==> src/rtl/mdu_pkg.sv <==
// mdu_pkg: shared encodings and constants for the multiply/divide unit.
//   md_op_e  : MDOp command encodings
//   state_e  : control FSM states
//   MDU_ITER : iterations per mult/div (one result bit per cycle)
//   mag32()  : magnitude of a 32-bit value, optionally treating it as signed
package mdu_pkg;

    localparam int MDU_ITER = 32;
    localparam int CNT_W    = $clog2(MDU_ITER);

    typedef enum logic [2:0] {
        MD_MULT  = 3'b000,
        MD_MULTU = 3'b001,
        MD_DIV   = 3'b010,
        MD_DIVU  = 3'b011,
        MD_MTHI  = 3'b100,
        MD_MTLO  = 3'b101
    } md_op_e;

    typedef enum logic [1:0] {
        S_IDLE = 2'b00,
        S_CALC = 2'b01,
        S_FIX  = 2'b10
    } state_e;

    // 0x80000000 negates to itself, which read as unsigned is the correct
    // magnitude, so no 33rd bit is needed.
    function automatic logic [31:0] mag32(input logic [31:0] v, input logic is_signed);
        return (is_signed && v[31]) ? (~v + 32'd1) : v;
    endfunction

endpackage

==> src/rtl/mdu_core.sv <==
// mdu_core: iterative unsigned datapath shared by multiply and divide.
//   clk, reset_n : clock, async active-low reset
//   start        : load operands, clear accumulator and counter
//   is_div       : 1 = restoring divide, 0 = shift-add multiply
//   opnd         : multiplicand (mult) or divisor (div)
//   ld_lo        : multiplier (mult) or dividend (div), loaded into acc[31:0]
//   step         : perform one iteration this cycle
//   last         : the iteration now pending is the final one
//   acc          : mult -> 64-bit product; div -> {remainder, quotient}
module mdu_core
    import mdu_pkg::*;
(
    input  logic        clk,
    input  logic        reset_n,
    input  logic        start,
    input  logic        is_div,
    input  logic [31:0] opnd,
    input  logic [31:0] ld_lo,
    input  logic        step,
    output logic        last,
    output logic [63:0] acc
);

    logic [63:0]      acc_q, acc_d;
    logic [31:0]      opnd_q, opnd_d;
    logic             div_q, div_d;
    logic [CNT_W-1:0] cnt_q, cnt_d;

    logic [32:0] mul_sum;
    logic [32:0] div_shift;
    logic [32:0] div_diff;

    always_comb begin
        acc_d  = acc_q;
        opnd_d = opnd_q;
        div_d  = div_q;
        cnt_d  = cnt_q;

        // Multiply: add multiplicand into the upper half when the low
        // multiplier bit is set, then shift the whole 65-bit value right.
        mul_sum = {1'b0, acc_q[63:32]} + (acc_q[0] ? {1'b0, opnd_q} : 33'd0);

        // Divide: bring the next dividend bit into the remainder. The
        // remainder stays below the divisor, so the shifted value fits in
        // 33 bits and bit 32 of the difference is a clean borrow flag.
        div_shift = acc_q[63:31];
        div_diff  = div_shift - {1'b0, opnd_q};

        if (start) begin
            acc_d  = {32'd0, ld_lo};
            opnd_d = opnd;
            div_d  = is_div;
            cnt_d  = '0;
        end else if (step) begin
            if (div_q) begin
                if (!div_diff[32]) begin
                    acc_d = {div_diff[31:0], acc_q[30:0], 1'b1};
                end else begin
                    acc_d = {div_shift[31:0], acc_q[30:0], 1'b0};
                end
            end else begin
                acc_d = {mul_sum, acc_q[31:1]};
            end
            cnt_d = cnt_q + 1'b1;
        end
    end

    always_ff @(posedge clk or negedge reset_n) begin
        if (!reset_n) begin
            acc_q  <= '0;
            opnd_q <= '0;
            div_q  <= 1'b0;
            cnt_q  <= '0;
        end else begin
            acc_q  <= acc_d;
            opnd_q <= opnd_d;
            div_q  <= div_d;
            cnt_q  <= cnt_d;
        end
    end

    assign last = (cnt_q == CNT_W'(MDU_ITER - 1));
    assign acc  = acc_q;

endmodule

==> src/rtl/mdu.sv <==
// mdu: multi-cycle multiply/divide unit owning the MIPS HI/LO registers.
//   clk, reset_n : clock, async active-low reset
//   Start        : one-cycle request to execute MDOp
//   MDOp         : MULT/MULTU/DIV/DIVU/MTHI/MTLO, other codes are no-ops
//   A, B         : rs / rt operands
//   Busy         : registered, high while a mult/div is in flight
//   HI, LO       : architectural HI/LO registers
//
// state  | meaning
// -------+-------------------------------------------------------------
// S_IDLE | accepting commands; launch_q marks the cycle after a mult/div
//        | was accepted, in which the core holds its freshly loaded operands
// S_CALC | core iterating, one bit per cycle for MDU_ITER cycles
// S_FIX  | sign fix-up and HI/LO write, then back to S_IDLE
module mdu
    import mdu_pkg::*;
#(
    parameter int WIDTH = 32
) (
    input  logic             clk,
    input  logic             reset_n,
    input  logic             Start,
    input  logic [2:0]       MDOp,
    input  logic [WIDTH-1:0] A,
    input  logic [WIDTH-1:0] B,
    output logic             Busy,
    output logic [WIDTH-1:0] HI,
    output logic [WIDTH-1:0] LO
);

    state_e      state_q, state_d;
    logic        launch_q, launch_d;
    logic        busy_q, busy_d;
    logic [31:0] hi_q, hi_d;
    logic [31:0] lo_q, lo_d;
    logic        is_div_q, is_div_d;
    logic        neg_res_q, neg_res_d;   // negate product / quotient
    logic        neg_rem_q, neg_rem_d;   // negate remainder (dividend was negative)
    logic        dz_q, dz_d;             // divisor was zero

    logic        signed_op;
    logic        div_op;
    logic        md_op;
    logic [31:0] a_mag;
    logic [31:0] b_mag;
    logic        core_start;
    logic        core_step;
    logic        core_last;
    logic [63:0] core_acc;
    logic [63:0] prod_fix;
    logic [31:0] quo_fix;
    logic [31:0] rem_fix;

    assign signed_op = (MDOp == MD_MULT) || (MDOp == MD_DIV);
    assign div_op    = (MDOp == MD_DIV)  || (MDOp == MD_DIVU);
    assign md_op     = (MDOp == MD_MULT) || (MDOp == MD_MULTU) || div_op;
    assign a_mag     = mag32(A, signed_op);
    assign b_mag     = mag32(B, signed_op);

    assign prod_fix = neg_res_q ? (64'd0 - core_acc) : core_acc;
    assign quo_fix  = neg_res_q ? (32'd0 - core_acc[31:0]) : core_acc[31:0];
    assign rem_fix  = neg_rem_q ? (32'd0 - core_acc[63:32]) : core_acc[63:32];

    mdu_core u_core (
        .clk     (clk),
        .reset_n (reset_n),
        .start   (core_start),
        .is_div  (div_op),
        .opnd    (div_op ? b_mag : a_mag),
        .ld_lo   (div_op ? a_mag : b_mag),
        .step    (core_step),
        .last    (core_last),
        .acc     (core_acc)
    );

    always_comb begin
        state_d    = state_q;
        launch_d   = 1'b0;
        hi_d       = hi_q;
        lo_d       = lo_q;
        is_div_d   = is_div_q;
        neg_res_d  = neg_res_q;
        neg_rem_d  = neg_rem_q;
        dz_d       = dz_q;
        core_start = 1'b0;
        core_step  = 1'b0;

        case (state_q)
            S_IDLE: begin
                if (launch_q) begin
                    state_d = S_CALC;
                end else if (Start) begin
                    if (md_op) begin
                        core_start = 1'b1;
                        launch_d   = 1'b1;
                        is_div_d   = div_op;
                        neg_res_d  = signed_op && (A[31] ^ B[31]);
                        neg_rem_d  = signed_op && A[31];
                        dz_d       = (B == '0);
                    end else if (MDOp == MD_MTHI) begin
                        hi_d = A;
                    end else if (MDOp == MD_MTLO) begin
                        lo_d = A;
                    end
                end
            end
            S_CALC: begin
                core_step = 1'b1;
                if (core_last) begin
                    state_d = S_FIX;
                end
            end
            S_FIX: begin
                if (!is_div_q) begin
                    hi_d = prod_fix[63:32];
                    lo_d = prod_fix[31:0];
                end else if (!dz_q) begin
                    hi_d = rem_fix;
                    lo_d = quo_fix;
                end
                state_d = S_IDLE;
            end
            default: begin
                state_d = S_IDLE;
            end
        endcase

        busy_d = (state_d != S_IDLE);
    end

    always_ff @(posedge clk or negedge reset_n) begin
        if (!reset_n) begin
            state_q   <= S_IDLE;
            launch_q  <= 1'b0;
            busy_q    <= 1'b0;
            hi_q      <= '0;
            lo_q      <= '0;
            is_div_q  <= 1'b0;
            neg_res_q <= 1'b0;
            neg_rem_q <= 1'b0;
            dz_q      <= 1'b0;
        end else begin
            state_q   <= state_d;
            launch_q  <= launch_d;
            busy_q    <= busy_d;
            hi_q      <= hi_d;
            lo_q      <= lo_d;
            is_div_q  <= is_div_d;
            neg_res_q <= neg_res_d;
            neg_rem_q <= neg_rem_d;
            dz_q      <= dz_d;
        end
    end

    assign Busy = busy_q;
    assign HI   = hi_q;
    assign LO   = lo_q;

endmodule

==> config.mk <==
export PLATFORM = sky130hd
export DESIGN_NAME = mdu
export DESIGN_NICKNAME = d
export VERILOG_FILES = /design/src/rtl/mdu_pkg.sv /design/src/rtl/mdu_core.sv /design/src/rtl/mdu.sv
export SDC_FILE = /design/constraint.sdc
export NUM_CORES = 1
export LEC_CHECK = 0
export CAP_MARGIN = 20
export CELL_PAD_IN_SITES_DETAIL_PLACEMENT = 0
export CELL_PAD_IN_SITES_GLOBAL_PLACEMENT = 2
export CORE_MARGIN = 5
export CORE_UTILIZATION = 35
export DETAILED_ROUTE_END_ITERATION = 6
export GPL_TIMING_DRIVEN = 1
export PLACE_DENSITY_LB_ADDON = 0.3
export SYNTH_ARGS = -nofsm -noshare
export SYNTH_HDL_FRONTEND = slang
export SYNTH_SLANG_ARGS = --single-unit
==> constraint.sdc <==
create_clock -name clk -period 4.2 [get_ports clk]
set_input_delay 0.84 -clock clk [delete_from_list [all_inputs] [get_ports clk]]
set_output_delay 0.84 -clock clk [all_outputs]
set_load 0.005 [all_outputs]
==> results.toml, run 1 <==
[pwr]
comb_power_share_pct = 65.8
p_leak_nw = 7.471
swShare_pct = 49.50
p_sw_mw = 7.376
p_total_mw = 14.90
p_seq_share_pct = 22.9
clockPowerShare_pct = 11.3
ir_worst_vdd_mv = 0.4696
p_int_mw = 7.524
pwr_density_cell_nw_per_um2 = 828.3

[floorplanning]
pin_count = 135
row_count = 76
core_sq_um = 42890
die_w_microns = 217.8
die-area_sq_um = 47420
die_h_microns = 217.8
initial_utilization_pct = 35.22

[synth]
synth_nets = 2056
post-synth-top-count-cell = "nor2_1"
synthArstFlopShare_pct = 100.0
synth_area_leaders = "dfrtp_1 29%, ha_1 5.8%, xnor2_1 5.6%"
syn_area_per_cell_sq_um = 7.892
synth_common_cells = "211 x nor2_1, 187 x nand2_1, 174 x dfrtp_1, 145 x a21oi_1, 120 x o21ai_0"
synth_cells = 1914
synth_seq_area_share_pct = 28.82
ys_seq_elements = 174
yosysTopAreaCell = "dfrtp_1"
synth.top_cell.area_share_pct = 28.82
yosys_warnings = 0
ys.flop_type = "dfrtp_1"
synth_edf_count = 0
synth_area_sq_um = 15110
yosysUniqueCellTypes = 79

[worst_setup_path]
reg2reg_depth = 12
r2r_end = "u_core.acc[62]$_DFFE_PN0P_"
cpMaxStageDelayCell = "dfrtp_1"
reg2reg_slack_ns = 0.38
critical-path-max-stage-delay_ns = 0.49
path_class = "flip-flop to flip-flop"
worstSetupStartpoint = "u_core.acc[0]$_DFFE_PN0P_"
r2r_start = "u_core.acc[0]$_DFFE_PN0P_"
crit_path_start_kind = "flip-flop"
end_kind = "flip-flop"
cp_max_fo = 12
worstPathArrival_ns = 4.19
path_cells = "inv_1 -> nor2_1 -> ha_1 -> nand2_1 -> o21ai_0 -> o311ai_0 -> a21o_1 -> a31o_2 -> a311oi_1 -> a31oi_1 -> mux2_2 -> o31ai_1"
required_ns = 4.58

[clocking]
cts_resized = 0
postCtsSetupBuffers = 0
clock_path_buffers = 2
cts.sinks = 174
cts_hold_buf = 0
cts.clk_slew.worst_paths_ns = 0.08
clock_latency_ns = 0.47
cts_max_level = 4
numCtsBuffers = 17
cts-root-buf = "clkbuf_16"
cts_tree = "yes"

[finish]
final_nets = 2169
syn2layout_area_growth_pct = 19.09
num_antenna_cells = 0
utilization_pct = 41.95
drive_gt1_share_pct = 7.255

[sta]
hold_viol = 0
worst_slack_ns = 0.3818
fmax_ghz = 0.2619
finalCritPeriodShare_pct = 90.91
finClkSkew_ns = 0.02025
finalSetupViolCount = 0
setup_tns_ns = 0
whs_ns = 0.3665
drv_slew = 0
post-route-min-period_ns = 3.818
maxSlewHeadroom_pct = 41.39
worst_pin_slew_ns = 0.8782
rsz0062_at_grt = "no"

[detailed_routing]
firstDrtPassIters = 6
ant_nets = 0
viasPerCell = 5.830
wl_microns = 62260
drc_errors = 0
drtIter0Drc = 1522
wl_per_cell_microns = 23.72
via_count = 15300

[placement]
post-place-ws_ns = 0.2271
place_congestion = 0.9481
io_buffer_count = 134
dp_hpwl_microns = 48730

[grt]
gr-usage-all-layers_pct = 25.63
grt_pass1_vias = 14580
grt_max_degree = 74
grt_overflow = 0
grt_pass1_wl_microns = 92630
antenna_found_initial = 0

[job]
max_cap_viol_count = 0

[outcome]
status = "complete, no violations"

[min_path]
hold_class = "primary input to asynchronous set/reset pin"
cell type report:
| class | instances | area (sq um) |
|---|---|---|
| clock inverters | 14 | 147.6 |
| inverters | 69 | 259.0 |
| multi-input cells | 1554 | 10090 |
| well taps | 585 | 732.0 |
| repair buffers | 211 | 1971 |
| clock buffers | 18 | 439.2 |
| flip-flops and latches | 174 | 4355 |
| fillers | 4409 | 24900 |
worst max path at each step:
stage                                    endpoint
finish                 u_core.acc[62]$_DFFE_PN0P_
detailed placement  u_core.opnd_q[30]$_DFFE_PN0P_
CTS                    u_core.acc[62]$_DFFE_PN0P_
global route           u_core.acc[59]$_DFFE_PN0P_
global placement    u_core.opnd_q[30]$_DFFE_PN0P_
floorplan              u_core.acc[37]$_DFFE_PN0P_
through the flow:
step	area, sq um	instances
detailed placement	17380	2592
global placement	17380	2592
global route	17990	2625
finish	17990	2625
floorplan	15110	1914
CTS	17970	2624
power groups by stage:
stage               clock network (mW)  logic [mW]  registers, mW
floorplan                            0        6.48           3.10
global placement                     0        9.66           3.41
detailed placement                   0        9.69           3.42
CTS                               1.72        9.74           3.39
global route                      1.77        10.7           3.52
finish                            1.68        9.80           3.42
placed cells by master, fill, tap and decap left out, types with 11 or more instances in the layout:
master,netlist,routed
nor2_1,211,209
nand2_1,187,187
dfrtp_1,174,173
a21oi_1,145,145
clkdlybuf4s50_1,0,133
o21ai_0,120,119
xnor2_1,96,95
buf_4,1,73
ha_1,70,70
xor2_1,69,69
inv_1,68,67
mux2i_1,62,62
o31ai_1,42,42
a21o_1,37,37
a31oi_1,34,34
nand3_1,34,33
nor3_1,33,33
o21ai_1,34,33
o22ai_1,30,30
o221ai_1,24,24
a221oi_1,23,23
nand2b_1,22,20
or3_1,20,20
a22oi_1,20,20
clkbuf_16,0,17
and3_1,15,15
nor2b_1,16,15
or4_1,15,15
a311o_1,15,15
and2_1,14,14
nand4_1,14,14
nor4_1,13,13
o41ai_1,12,12
o21a_1,11,11
o211ai_1,11,11
kinds of logic (layout without fill, tap and decap cells):
logic type / after synthesis / in the layout / synth area share (%)
AND/OR/NAND/NOR: 627 / 627 / 19.65
buffers and inverters: 186 / 312 / 4.672
AO/OA/AOI/OAI: 623 / 623 / 26.75
flip-flops: 174 / 174 / 28.82
multiplexers: 67 / 67 / 4.481
XOR/XNOR: 165 / 165 / 9.567
adder cells (fa/ha/maj): 72 / 72 / 6.063
per-layer routing:
layer | part of all wire (%) | global-route usage, % | vias to the layer above
li1 | - | - | 7224
met1 | 47 | 37.86 | 7447
met2 | 43 | 38.27 | 557
met3 | 6.5 | 3.721 | 76
met4 | 3.4 | 8.876 | 0
met5 | 0 | 0 | -
flip-flops by register name (all words and copies together) (netlist names), 2 cells and up:
name and count:
u_core.acc 64, HI 32, LO 32, u_core.opnd_q 32, u_core.cnt_q 5, state_q 2
critical path: cells and delay by family (launching register included):
kind | cells | cell delay, ns
muxes | 1 | 0.30
DFF | 1 | 0.49
and+or+nand+nor | 2 | 0.25
adders and majority gates | 1 | 0.41
AOI/OAI and AO/OA | 7 | 1.83
buffers and inverters | 1 | 0.45
(Power assumes the default switching activity.)
==> inputs of run 2 (changes only) <==
- PLACE_DENSITY_LB_ADDON: 0.3 -> 0.25
- clock period: 4.2 -> 3.9 ns (I/O delays scaled with it)
==> results.toml, run 2 (synthesis results as in run 1) <==
[grt]
grt_max_degree = 66
grt_pass1_wl_microns = 96160
antenna_found_initial = 1
met1_usage_pct = 37.81
grt_overflow = 0
grt_pass1_vias = 14840
use_met3_pct = 6.261
grt_busiest_layer = "met2"
grtUsageMet2_pct = 41.53
gr-usage-all-layers_pct = 26.97

[finish]
multi_input_area_sq_um = 10100
drive_gt1_share_pct = 9.905
mostFrequentLayoutCells = "209 x nor2_1, 187 x nand2_1, 173 x dfrtp_1, 145 x a21oi_1, 133 x clkdlybuf4s50_1"
syn2layout_area_growth_pct = 22.20
final_common_cell = "nor2_1"
fillCellCount = 4391
num_antenna_cells = 0
seq_area_sq_um = 4355
largest_reg_flops = 64
fin_cells = 2685
final_nets = 2229
fin_area_sq_um = 18460

[placement]
post-place-ws_ns = 0.2000
dp_cells = 2653
detailed_place.area_sq_um = 17880
place_congestion = 0.9632
dp_hpwl_microns = 51490
io_buffer_count = 134

[worst_setup_path]
critical-path-max-stage-delay_ns = 0.42
worstPathArrival_ns = 3.94
r2r_start = "u_core.acc[31]$_DFFE_PN0P_"
cpMaxStageDelayCell = "a211oi_1"
path_cells = "inv_1 -> ha_1 -> fa_1 -> nand2b_1 -> a211oi_1 -> o21bai_2 -> o21ai_1 -> a41o_1 -> a211oi_2 -> buf_4 -> xnor2_4 -> buf_12 -> mux2i_1 -> o221ai_1"
path_class = "flip-flop to flip-flop"
worstSetupStartpoint = "u_core.acc[31]$_DFFE_PN0P_"
required_ns = 4.26
critPathTopFamily = "compound AO/OA/AOI/OAI gates"
cp_max_fo = 13
end_kind = "flip-flop"
crit_buf_inv = 3
crit_path_start_kind = "flip-flop"

[sta]
fmax_ghz = 0.2788
finalSetupViolCount = 0
rsz0062_at_grt = "no"
worst_slack_ns = 0.3129
finClkSkew_ns = 0.01841
setup_tns_ns = 0
drv_slew = 0
finalCritPeriodShare_pct = 91.98
maxSlewHeadroom_pct = 31.00
hold_viol = 0
post-route-min-period_ns = 3.587
whs_ns = 0.3224
worst_pin_slew_ns = 1.034

[floorplanning]
pin_count = 135
die-area_sq_um = 47420
die_h_microns = 217.8
core_sq_um = 42890
row_count = 76
initial_utilization_pct = 35.22
die_w_microns = 217.8

[outcome]
status = "complete, no violations"

[detailed_routing]
viasPerCell = 5.815
wl_microns = 65070
ant_nets = 0
firstDrtPassIters = 6
wl_per_cell_microns = 24.23
drtIter0Drc = 1471
via_count = 15610
drc_errors = 0

[min_path]
hold_class = "primary input to asynchronous set/reset pin"

[pwr]
p_leak_nw = 7.764
pwr_density_cell_nw_per_um2 = 896.9
ir_worst_vdd_mv = 0.4116

[job]
max_cap_viol_count = 0

[clocking]
clock_latency_ns = 0.51
cts-root-buf = "clkbuf_16"
clock_path_buffers = 2
numCtsBuffers = 17
cts_hold_buf = 0
cts.clk_slew.worst_paths_ns = 0.08
cts_tree = "yes"
cts_max_level = 4
cts.sinks = 174
cts_resized = 0
postCtsSetupBuffers = 0
[run 2: final cells by class]
type / count / share of cell area, %
timing repair buffer: 271 / 13.25
inverter: 69 / 1.403
sequential: 174 / 23.60
clock buffer: 19 / 2.454
clock inverter: 13 / 0.6304
tap: 585 / 3.965
multi-input combinational: 1554 / 54.70
[run 2: stage by stage]
stage / util, % / power (mW)
floorplan: - / 10.31
global placement: 41.69 / 14.58
detailed placement: 41.69 / 14.64
CTS: 43.02 / 16.45
global route: 43.04 / 17.77
finish: 43.04 / 16.56
[run 2: routing by layer]
layer,part of all wire [%],up-vias
met4,2.9,0
met3,7.9,80
met2,44,594
met1,45,7591
met5,0,-
li1,-,7349
[run 2: final timing paths]
| kind | to | cells after the start | slack [ns] |
|---|---|---|---|
| max | u_core.acc[50]$_DFFE_PN0P_ | 14 | 0.31 |
| min | HI[30]$_DFFE_PN0P_ | 1 | 0.32 |
| max reg2reg | u_core.acc[50]$_DFFE_PN0P_ | 14 | 0.31 |
| min reg2reg | LO[21]$_DFFE_PN0P_ | 2 | 0.48 |
| max in group asynchronous | u_core.acc[10]$_DFFE_PN0P_ | 2 | 2.66 |
| min in group clk | LO[21]$_DFFE_PN0P_ | 2 | 0.48 |
[run 2: where the power goes]
group	switching (mW)	internal, mW	leakage [nW]
clock network	0.906	0.872	0.281
logic	6.35	4.82	5.29
registers	0.947	2.66	2.19
